==> config.mk <==
export PLATFORM = sky130hd
export DESIGN_NAME = ysyx_22050019_ex_mem
export DESIGN_NICKNAME = d
export VERILOG_FILES = /design/src/rtl/ysyx_22050019_pkg.sv /design/src/rtl/ysyx_22050019_pipe_slot.sv /design/src/rtl/ysyx_22050019_ex_mem.sv
export SDC_FILE = /design/constraint.sdc
export NUM_CORES = 1
export LEC_CHECK = 0
export ABC_AREA = 1
export CORE_ASPECT_RATIO = 0.9
export CORE_MARGIN = 2
export CORE_UTILIZATION = 29
export CTS_CLUSTER_SIZE = 8
export DETAILED_ROUTE_END_ITERATION = 8
export PLACE_DENSITY = 0.57
export SETUP_SLACK_MARGIN = 0.4
export SYNTH_ARGS = -nofsm -noshare
export SYNTH_HDL_FRONTEND = slang
export SYNTH_SLANG_ARGS = --single-unit
==> constraint.sdc <==
create_clock -name clk -period 2.6 [get_ports clk]
set_input_delay 0.78 -clock clk [delete_from_list [all_inputs] [get_ports clk]]
set_output_delay 0.78 -clock clk [all_outputs]
set_load 0.05 [all_outputs]
==> src/rtl/ysyx_22050019_pkg.sv <==
// ==========================================================================
// ysyx_22050019_pkg: shared state encoding and payload field widths, rev 1.0
// ==========================================================================
`default_nettype none

package ysyx_22050019_pkg;

  typedef enum logic [1:0] {
    ST_EMPTY = 2'd0,
    ST_ONE   = 2'd1,
    ST_FULL  = 2'd2
  } slot_state_e;

  localparam int INST_W  = 32;
  localparam int WMASK_W = 4;
  localparam int RWDTH_W = 6;
  localparam int REGA_W  = 5;

  // pc, alu_res, ram_wdata, csr data are XLEN wide; the three enables are 1 bit each
  function automatic int payload_width(input int xlen);
    return 4 * xlen + INST_W + WMASK_W + RWDTH_W + REGA_W + 3;
  endfunction

endpackage

`default_nettype wire

==> src/rtl/ysyx_22050019_pipe_slot.sv <==
// ==========================================================================
// ysyx_22050019_pipe_slot: resettable payload register with load and clear, rev 1.0
// ==========================================================================
`default_nettype none

module ysyx_22050019_pipe_slot #(
  parameter int               WIDTH     = 8,
  parameter logic [WIDTH-1:0] RESET_VAL = '0
) (
  input  logic             clk,
  input  logic             rst_n,
  input  logic             clr_i,
  input  logic             ld_i,
  input  logic [WIDTH-1:0] d_i,
  output logic [WIDTH-1:0] q_o
);

  logic [WIDTH-1:0] data_q;

  always_ff @(posedge clk or negedge rst_n) begin
    if (!rst_n) begin
      data_q <= RESET_VAL;
    end else if (clr_i) begin
      data_q <= RESET_VAL;
    end else if (ld_i) begin
      data_q <= d_i;
    end
  end

  assign q_o = data_q;

endmodule

`default_nettype wire

==> src/rtl/ysyx_22050019_ex_mem.sv <==
// ==========================================================================
// ysyx_22050019_ex_mem: EX/MEM pipeline register with skid slot and flush, rev 1.0
// ==========================================================================
`default_nettype none

module ysyx_22050019_ex_mem
  import ysyx_22050019_pkg::*;
#(
  parameter int              XLEN     = 64,
  parameter logic [XLEN-1:0] RESET_PC = '0
) (
  input  logic              clk,
  input  logic              rst_n,
  input  logic              flush_i,
  input  logic              valid_i,
  output logic              ready_o,
  input  logic [XLEN-1:0]   pc_i,
  input  logic [31:0]       inst_i,
  input  logic [XLEN-1:0]   alu_res_i,
  input  logic              ram_we_i,
  input  logic [XLEN-1:0]   ram_wdata_i,
  input  logic [3:0]        mem_w_wdth_i,
  input  logic              ram_re_i,
  input  logic [5:0]        mem_r_wdth_i,
  input  logic              reg_we_i,
  input  logic [4:0]        reg_waddr_i,
  input  logic [XLEN-1:0]   wdate_csr_reg_i,
  output logic [XLEN-1:0]   pc_o,
  output logic [31:0]       inst_o,
  output logic [XLEN-1:0]   alu_res_o,
  output logic              ram_we_o,
  output logic [XLEN-1:0]   ram_wdata_o,
  output logic [3:0]        mem_w_wdth_o,
  output logic              ram_re_o,
  output logic [5:0]        mem_r_wdth_o,
  output logic              reg_we_o,
  output logic [4:0]        reg_waddr_o,
  output logic [XLEN-1:0]   wdate_csr_reg_o,
  output logic              valid_o,
  input  logic              ready_i,
  output logic              load_pend_o,
  output logic [4:0]        fwd_waddr_o
);

  localparam int              PW       = payload_width(XLEN);
  localparam logic [PW-1:0]   SLOT_RST = {RESET_PC, {(PW - XLEN){1'b0}}};

  slot_state_e state_q, state_d;
  logic        in_fire, out_fire;
  logic        main_ld, main_from_skid, skid_ld, slot_clr;
  logic [PW-1:0] in_payload, main_d, main_q, skid_q;

  logic m_ram_we, m_ram_re, m_reg_we;

  assign in_payload = {pc_i, inst_i, alu_res_i, ram_we_i, ram_wdata_i, mem_w_wdth_i,
                       ram_re_i, mem_r_wdth_i, reg_we_i, reg_waddr_i, wdate_csr_reg_i};

  // Handshake flags depend only on registered state, never on ready_i
  assign ready_o  = (state_q != ST_FULL);
  assign valid_o  = (state_q == ST_ONE) || (state_q == ST_FULL);
  assign in_fire  = valid_i & ready_o;
  assign out_fire = valid_o & ready_i;

  always_ff @(posedge clk or negedge rst_n) begin
    if (!rst_n) begin
      state_q <= ST_EMPTY;
    end else begin
      state_q <= state_d;
    end
  end

  always_comb begin
    state_d        = state_q;
    main_ld        = 1'b0;
    main_from_skid = 1'b0;
    skid_ld        = 1'b0;
    slot_clr       = 1'b0;
    if (flush_i) begin
      state_d  = ST_EMPTY;
      slot_clr = 1'b1;
    end else begin
      unique case (state_q)
        ST_EMPTY: begin
          if (in_fire) begin
            main_ld = 1'b1;
            state_d = ST_ONE;
          end
        end
        ST_ONE: begin
          if (in_fire && out_fire) begin
            main_ld = 1'b1;
          end else if (in_fire) begin
            skid_ld = 1'b1;
            state_d = ST_FULL;
          end else if (out_fire) begin
            state_d = ST_EMPTY;
          end
        end
        ST_FULL: begin
          if (out_fire) begin
            main_ld        = 1'b1;
            main_from_skid = 1'b1;
            state_d        = ST_ONE;
          end
        end
        default: state_d = ST_EMPTY;
      endcase
    end
  end

  assign main_d = main_from_skid ? skid_q : in_payload;

  ysyx_22050019_pipe_slot #(
    .WIDTH     (PW),
    .RESET_VAL (SLOT_RST)
  ) u_main (
    .clk   (clk),
    .rst_n (rst_n),
    .clr_i (slot_clr),
    .ld_i  (main_ld),
    .d_i   (main_d),
    .q_o   (main_q)
  );

  ysyx_22050019_pipe_slot #(
    .WIDTH     (PW),
    .RESET_VAL (SLOT_RST)
  ) u_skid (
    .clk   (clk),
    .rst_n (rst_n),
    .clr_i (slot_clr),
    .ld_i  (skid_ld),
    .d_i   (in_payload),
    .q_o   (skid_q)
  );

  assign {pc_o, inst_o, alu_res_o, m_ram_we, ram_wdata_o, mem_w_wdth_o,
          m_ram_re, mem_r_wdth_o, m_reg_we, reg_waddr_o, wdate_csr_reg_o} = main_q;

  // Stale payload in main must never trigger side effects once the entry has left
  assign ram_we_o    = valid_o & m_ram_we;
  assign ram_re_o    = valid_o & m_ram_re;
  assign reg_we_o    = valid_o & m_reg_we;
  assign load_pend_o = valid_o & m_ram_re;
  assign fwd_waddr_o = (valid_o & m_reg_we) ? reg_waddr_o : 5'd0;

endmodule

`default_nettype wire

==> impl_metrics.ini <==
[setup_path]
crit_path_start = state_q[1]
worstReg2RegEnd = u_skid.q_o[175]
crit_fanout = 6
rr_worst_depth = 14
reg2reg_slack_ns = 0.32
crit_end = fwd_waddr_o[3]
startpoint_type = flip-flop
crit_arrival_ns = 1.82
worstSetupPathType = reg2out
worst_setup_path_end_kind = output pin
required_ns = 1.82
r2r_start = state_q[1]

[synth]
yosysTopAreaCell = dfrtp_1
syn_avg_cell_area_um2 = 7.81
synth_edf_count = 0
ys_seq_area_frac = 0.486
synth_area_um2 = 31600
yosys_warnings = 0
syn-num-nets = 4367
synth-seq-cells = 614
synth_ff_type = dfrtp_1
synth_cells = 4052
yosysMostFrequentCell = nand2_1
yosys-top-cells-count = nand2_1, dfrtp_1, nand3_1
synthArstFlopShare = 1.00
synthTopCellsByArea = dfrtp_1, nand2_1, nand3_1
yosysUniqueCellTypes = 20
yosys.area.top_type_share = 0.486

[layout]
fin_nets = 4669
fillerInstances = 11000
fin_area_um2 = 41100
areaGrowthSynthToFinish_pct = 30.0
final_cells = 5819
drive_gt1_frac = 0.163

[cts]
cts_max_path_buffers = 3
clk_latency_ns = 0.65
cts.reportedPaths.clkPinSlew_ns = 0.05
cts_made_buffers = 88
cts_sinks = 614
cts_root_buffer = clkbuf_16
htree_num_levels = 3
cts_tree = built

[drt]
detail_route.wl_per_cell_um = 19.3
route.detailed.drc = 0
routed_wl_um = 112000
dr.pass1.iters = 7
dr.first_iter.drc_count = 2170
viasPerCell = 4.81
vias = 28000
final_antenna_net_count = 0

[global_routing]
track_usage = 0.189
grt_antenna_before_repair = 11
grt_max_degree = 117
grt_pass1_wl_um = 166000
grt_overflow = 0
first_global_vias = 26700

[floorplanning]
io-pin-count = 625
design.core.area_um2 = 108000
die_y_um = 317
num_rows = 114
initial_core_util = 0.293
dieArea_um2 = 112000
die_x_um = 352

[hold_path]
hold_depth = 2
min_path_type = reg2reg

[sta]
holdWs_ns = 0.493
fin_ws_ns = -0.00305
fmax_mhz = 384
rsz0062_at_grt = true
relSlewSlack = 0.662
finalSetupViolCount = 2
drv_slew = 0
hold_viol_final = 0
finClkSkew_ns = 0.0176
min_period_ns = 2.60
fin_crit_sh = 1.00
worstMarginPinSlew_ns = 0.507

[placement]
place_area_um2 = 38300
dp_cells = 5648
place_congestion = 0.817
post-dp-hpwl_um = 70300
port-buffer-count = 624

[run_status]
violations = negative setup slack
outcome = finished with violations

[run]
cap_violations = 0

[power_and_ir_drop]
power_density_nw_per_um2 = 825
power.leakage_uw = 0.0209
ir_drop_v = 0.000506
[worst min-delay path by stage]
stage                               start               to  slack (ns)
after floorplan           u_main.q_o[145]  u_main.q_o[145]        0.47
after global placement    u_main.q_o[131]  u_main.q_o[131]        0.48
after detailed placement  u_main.q_o[198]  u_main.q_o[198]        0.49
after CTS                 u_main.q_o[198]  u_main.q_o[198]        0.50
after global routing      u_main.q_o[185]  u_main.q_o[185]        0.52
final                     u_main.q_o[205]  u_main.q_o[205]        0.49
[final cells by class]
cell class | count | area (um^2) | share of cell area
inverter | 324 | 1240 | 0.0302
tap | 1450 | 1810 | 0.0441
clock inverter | 8 | 149 | 0.00362
sequential | 614 | 15400 | 0.374
timing repair buffer | 851 | 8640 | 0.210
antenna | 4 | 10.0 | 0.000243
multi-input combinational | 2475 | 11700 | 0.283
clock buffer | 93 | 2250 | 0.0548
[through the flow]
step / power (uW) / TNS [ns] / utilization / worst slack [ns]
after floorplan: 19600 / 0 / - / 0.403
after global placement: 23000 / 0 / 0.355 / 0.0202
after detailed placement: 23100 / -0.0532 / 0.355 / -0.0154
after CTS: 33800 / -0.609 / 0.374 / -0.0931
after global routing: 35600 / -0.789 / 0.381 / -0.113
final: 33900 / -0.00353 / 0.381 / -0.00305
[sequential cells by signal, summed over array words and instances, names as in the netlist]
register,cells
state_q,2
u_main.q_o,306
u_skid.q_o,306
[worst max-delay path: stages, from the launching register on]
cell and delay, ns:
dfrtp_1 0.37, inv_2 0.06, ha_4 0.34, nand2_8 0.12
nor2_4 0.14, buf_12 0.14
[metal layers]
metal  wire (um)  up-vias  track usage  part of all wire
li1            -    13500            -                 -
met1       48500    13400        0.251              0.43
met2       53800      829        0.306              0.48
met3        7260      164       0.0445             0.065
met4        2650       18       0.0556             0.024
met5         121        -            0            0.0011
[repair_timing]
item	in CTS	in global routing
setup endpoints to repair	382	564
setup buffers	15	11
gates cloned	18	21
pin swaps	4	4
hold buffers	1	0
resized for setup	1545	63
endpoints found under the hold margin	3	0
[cells in the final DEF (no fill, tap or decap), drive strengths merged, types with 2 or more instances in the layout]
master and instances:
clkdlybuf4s50 309, ha 4, inv 325, diode 4, clkinvlp 3, nand4 306, nand3 614, o21ai 321
a21oi 7, clkdlybuf4s15 12, dfrtp 614, clkinv 2, nand2 1212, bufinv 2, clkbuf 109, nor2 10
buf 512
[where the power goes]
part           internal [uW]  leakage, uW  switching [uW]
Combinational           3610       0.0116            7740
Clock                   6270      0.00117            4320
Sequential             11100      0.00813             901
[kinds of logic after synthesis]
family / synth area share
DFF: 0.486
buffers and inverters: 0.158
adders and majority gates: 0.00158
and+or+nand+nor: 0.303
AOI/OAI and AO/OA: 0.0520
(Power assumes the default switching activity.)
